===== config.mk =====
export PLATFORM = sky130hd
export DESIGN_NAME = rom_word_packer
export DESIGN_NICKNAME = d
export VERILOG_FILES = /design/src/rtl/rom_word_packer_pkg.sv /design/src/rtl/rom_word_packer.sv
export SDC_FILE = /design/constraint.sdc
export NUM_CORES = 1
export LEC_CHECK = 0
export CAP_MARGIN = 20
export CELL_PAD_IN_SITES_DETAIL_PLACEMENT = 2
export CELL_PAD_IN_SITES_GLOBAL_PLACEMENT = 2
export CORE_AREA = 4 4 100 102
export DETAILED_ROUTE_END_ITERATION = 10
export DIE_AREA = 0 0 104 106
export PLACE_DENSITY = 0.77
export RECOVER_POWER = 25
export SYNTH_ARGS = -nofsm -noshare
export SYNTH_HDL_FRONTEND = slang
export SYNTH_SLANG_ARGS = --single-unit

===== constraint.sdc =====
create_clock -name clk -period 3.6 [get_ports clk]
set_input_delay 0.72 -clock clk [delete_from_list [all_inputs] [get_ports clk]]
set_output_delay 0.72 -clock clk [all_outputs]
set_load 0.02 [all_outputs]

===== src/rtl/rom_word_packer_pkg.sv =====
// rtl/rom_word_packer_pkg.sv - shared colour codes, word width and FSM encodings for the ROM word packer
package rom_word_packer_pkg;

    localparam int WORD_W = 12;

    localparam logic [1:0] COLOR_RED    = 2'b00;
    localparam logic [1:0] COLOR_GREEN  = 2'b01;
    localparam logic [1:0] COLOR_BLUE   = 2'b10;
    localparam logic [1:0] COLOR_YELLOW = 2'b11;

    typedef enum logic [1:0] {
        ST_IDLE    = 2'd0,
        ST_COLLECT = 2'd1,
        ST_WRITE   = 2'd2,
        ST_FULL    = 2'd3
    } state_t;

endpackage


===== src/rtl/rom_word_packer.sv =====
// rtl/rom_word_packer.sv - packs colour symbols into RAM words and muxes the RAM address with CPU fetch
module rom_word_packer
    import rom_word_packer_pkg::*;
#(
    parameter int SYM_W         = 2,
    parameter int SYMS_PER_WORD = 6,
    parameter int ADDR_W        = 8,
    parameter int WORD_LIMIT    = 256
) (
    input  logic                             clk,
    input  logic                             reset,
    input  logic                             start,
    input  logic                             color_valid,
    input  logic [SYM_W-1:0]                 color,
    input  logic                             flush,
    input  logic [ADDR_W-1:0]                rd_addr,
    output logic [ADDR_W-1:0]                ram_addr,
    output logic [SYM_W*SYMS_PER_WORD-1:0]   ram_din,
    output logic                             ram_we,
    output logic [ADDR_W:0]                  word_count,
    output logic                             busy,
    output logic                             full,
    output logic                             overflow
);

    localparam int WW = SYM_W * SYMS_PER_WORD;
    localparam int CW = $clog2(SYMS_PER_WORD + 1);
    localparam logic [CW-1:0]   SPW   = CW'(SYMS_PER_WORD);
    localparam logic [ADDR_W:0] LIMIT = (ADDR_W + 1)'(WORD_LIMIT);

    state_t            state;
    logic [WW-1:0]     shift;
    logic [CW-1:0]     sym_cnt;
    logic [ADDR_W-1:0] wr_ptr;

    logic [WW-1:0]     shift_in;
    logic [CW-1:0]     cnt_in;
    logic              word_done;
    logic [WW-1:0]     padded;

    // Shift register contents after this cycle's symbol, so flush pads the combined result
    always_comb begin
        shift_in = shift;
        cnt_in   = sym_cnt;
        if (color_valid) begin
            shift_in = (shift << SYM_W) | WW'(color);
            cnt_in   = sym_cnt + 1'b1;
        end
        word_done = color_valid && (cnt_in == SPW);
        padded    = shift_in << (SYM_W * (SYMS_PER_WORD - int'(cnt_in)));
    end

    assign ram_addr = ram_we ? wr_ptr : rd_addr;

    always_ff @(posedge clk or negedge reset) begin
        if (!reset) begin
            state      <= ST_IDLE;
            ram_we     <= 1'b0;
            ram_din    <= '0;
            word_count <= '0;
            busy       <= 1'b0;
            full       <= 1'b0;
            overflow   <= 1'b0;
            sym_cnt    <= '0;
            shift      <= '0;
            wr_ptr     <= '0;
        end else begin
            ram_we <= 1'b0;
            if (start) begin
                state      <= ST_COLLECT;
                shift      <= '0;
                sym_cnt    <= '0;
                wr_ptr     <= '0;
                word_count <= '0;
                overflow   <= 1'b0;
                busy       <= 1'b1;
                full       <= 1'b0;
            end else begin
                case (state)
                    ST_IDLE: begin
                    end
                    ST_COLLECT: begin
                        if (word_done || (flush && cnt_in != '0)) begin
                            ram_din <= word_done ? shift_in : padded;
                            ram_we  <= 1'b1;
                            shift   <= '0;
                            sym_cnt <= '0;
                            state   <= ST_WRITE;
                        end else begin
                            shift   <= shift_in;
                            sym_cnt <= cnt_in;
                        end
                    end
                    ST_WRITE: begin
                        // word_q lives in ram_din, so the shift register keeps accepting symbols
                        shift      <= shift_in;
                        sym_cnt    <= cnt_in;
                        wr_ptr     <= wr_ptr + 1'b1;
                        word_count <= word_count + 1'b1;
                        if (word_count + 1'b1 == LIMIT) begin
                            state <= ST_FULL;
                            busy  <= 1'b0;
                            full  <= 1'b1;
                        end else begin
                            state <= ST_COLLECT;
                        end
                    end
                    ST_FULL: begin
                        if (color_valid || (flush && sym_cnt != '0))
                            overflow <= 1'b1;
                    end
                    default: state <= ST_IDLE;
                endcase
            end
        end
    end

    always_ff @(posedge clk) begin
        if (reset && !start && state == ST_WRITE)
            assert (!word_done) else $error("word completed during WRITE cycle");
    end

endmodule


==> results of run 1 <==
==> flip-flops by register name (all words and copies together) (netlist names) <==
name and count:
wr_ptr 8, ram_we 1, overflow 1, sym_cnt 3, busy 1, shift 12, full 1, ram_din 12
word_count 9, state 2
==> power groups by stage <==
stage	sequential [W]	combinational [W]	clock [W]
3_5_place_dp	0.000704	0.000689	0
2_1_floorplan	0.000765	0.000330	0
6_report	0.000695	0.000684	0.000360
5_1_grt	0.000706	0.000747	0.000403
3_3_place_gp	0.000703	0.000670	0
4_1_cts	0.000695	0.000696	0.000375
==> metrics by stage <==
| stage | setup slack (ns) | total power [W] | instances |
|---|---|---|---|
| global route | 0.208 | 0.00186 | 470 |
| global placement | 0.294 | 0.00137 | 462 |
| detailed placement | 0.113 | 0.00139 | 462 |
| floorplan | 0.685 | 0.00110 | 312 |
| CTS | 0.430 | 0.00177 | 470 |
| finish | 0.449 | 0.00174 | 470 |
==> critical path, stage by stage <==
cell	delay (ns)
clkdlybuf4s50_1	0.56
buf_4	0.39
nand2_1	0.22
xnor2_2	0.45
nor3b_2	0.60
o21ai_0	0.21
a31oi_1	0.21
==> cell families (layout without fill, tap and decap cells) <==
family / count (synthesis) / in the layout / share of synthesized area, %
simple gates: 106 / 106 / 16.9
xor+xnor: 18 / 18 / 5.88
fa+ha+maj: 7 / 7 / 2.86
mux: 27 / 27 / 10.6
flops: 50 / 50 / 40.8
buf+inv: 27 / 74 / 4.24
compound gates: 77 / 77 / 18.7
==> worst paths after layout <==
kind | startpoint | end | slack [ns] | cells past startpoint
min in group asynchronous | reset | word_count[8]$_DFFE_PN0P_ | 0.89 | 1
setup reg to reg | sym_cnt[1]$_DFFE_PN0P_ | ram_din[4]$_DFFE_PN0P_ | 0.62 | 10
setup / recovery | color_valid | ram_din[4]$_DFFE_PN0P_ | 0.45 | 7
hold / removal | busy$_DFFE_PN0P_ | busy$_DFFE_PN0P_ | 0.51 | 1
hold reg to reg | busy$_DFFE_PN0P_ | busy$_DFFE_PN0P_ | 0.51 | 1
max in group asynchronous | reset | ram_din[6]$_DFFE_PN0P_ | 0.96 | 2
==> cell usage after synthesis (all sizes together), types with 5 or more instances <==
master	n	share of area, %
a22o	13	3.7
a31oi	9	2.0
inv	8	0.98
clkbuf	9	1.1
o21ai	12	2.0
nand4	7	1.4
mux2	20	7.5
nand2	25	3.1
dfrtp	50	41
nand2b	5	1.0
ha	7	2.9
nor2	36	4.4
nor2b	5	1.0
a21oi	12	2.0
xnor2	8	2.5
mux2i	5	1.6
xor2	10	3.3
nand3	10	1.8
buf	10	2.2
==> per-layer routing <==
layer,routed length [um],part of all wire (%),global-route usage (%),vias up
met2,4640,52,31.2,44
met1,3880,44,20.5,1318
li1,-,-,-,1225
met3,264,3.0,2.43,8
met4,98,1.1,3.61,0
met5,0,0,0,-
==> area by class of cell <==
cell class | count | area, um^2
clock buffer | 6 | 82.6
multi-input combinational | 235 | 1690
clock inverter | 2 | 16.3
timing repair buffer | 58 | 543
tap | 111 | 139
sequential | 50 | 1250
fill | 1006 | 5360
inverter | 8 | 30.0
==> flow_summary.yaml, run 1 <==
sta:
  drv_slew: 33
  whs_ns: 0.505
  worst_slew_pin_slew_ns: 1.82
  setup_viol: 0
  period_minus_slack_ns: 3.15
  timing.final.crit_share_pct: 87.5
  slew_headroom_pct: -21.0
  max_freq_mhz: 317
  fin_setup_tns_ns: 0
  rsz0062_at_grt: "no"
  hold_viol: 0
  fin_skew_ns: 0.00999
clock_tree:
  clkTransAtPathRegs_ns: 0.09
  numCtsBuffers: 5
  cts_sinks: 50
  clkLatencyLatePin_ns: 0.31
  cts_setup_buffers: 0
  cts_tree: "yes"
  cts-htree-levels: 2
  cts.hold.buffers_added: 0
  clk_path_buf_depth: 2
  ctsResizeCount: 0
  root_buffer: "clkbuf_8"
power_and_ir_drop:
  p_int_w: 0.00109
  swShare_pct: 37.6
  leakage_nw: 1.57
  power_frac_comb_pct: 39.3
  net-switching-power_w: 0.000654
  max-vdd-ir-drop_v: 0.000209
  p_seq_share_pct: 39.9
  p_per_area_nw_per_um2: 464
  pwr-share-clk_pct: 20.7
yosys:
  syn-cell-area_um2: 3070
  synth_seq_cells: 50
  synth_edf_count: 0
  avgSynthCellArea_um2: 9.83
  ys_warn_count: 0
  synth_flop_cell: "dfrtp_1"
  synth.distinct_cells: 54
  yosysSeqAreaShare_pct: 40.8
  synthesis.instances: 312
  async_reset_ff_share_pct: 100
  synth_nets: 334
place:
  portBuffers: 47
  dpl_cell_area_um2: 3650
  hpwl_um: 6600
  routabilityCongestion: 0.801
floorplanning:
  core_region_area_um2: 9110
  rows: 35
  start_util_pct: 33.7
  dieArea_um2: 11000
  io_pins: 48
  die_w_um: 104
  die_h_um: 106
global_route:
  grt_overflow: 0
  grt_use_total_pct: 16.7
  grt_pass1_vias: 2858
  grt_max_degree: 33
  antenna_found_initial: 0
  grt_pass1_wl_um: 15000
detailed_routing:
  dr.first_iter.drc_count: 88
  dr.pass1.iters: 4
  drc: 0
  wl_per_cell_um: 18.9
  vias: 2595
  wl_um: 8890
  routed_via_density: 5.52
  ant_nets: 0
layout:
  drive_above_1_share_pct: 13.6
  layout_common_cells: "dfrtp_1, clkdlybuf4s50_1, nor2_1, nand2_1, mux2_2"
  layout_commonest_cell: "dfrtp_1"
  syn_to_final_growth_pct: 22.2
  final_area_um2: 3750
  nNetsFinal: 380
  antenna_cells: 0
  fin_util_pct: 41.1
setup_path:
  path_class: "in -> reg"
  end_kind: "flop"
  crit_fanout: 32
  start_kind: "primary input"
  required_ns: 3.83
  cp.arrival_ns: 3.38
run:
  max_cap_viol_count: 1
status:
  status: "complete, but fails checks"
  violations: "max-capacitance violations, max-slew violations"
hold_path:
  worst_hold_path_type: "reg -> reg"
Power figures use the tool's default switching activity.
==> inputs of run 2 (changes only) <==
SETUP_SLACK_MARGIN = 0.15   (was default)
==> results of run 2 <==
No change in the layout: final DEF, timing and power equal those of run 1.
==> inputs of run 3 (changes only) <==
CAP_MARGIN = 5   (was 20)
==> results of run 3 <==
No change in the layout: final DEF, timing and power equal those of run 1.
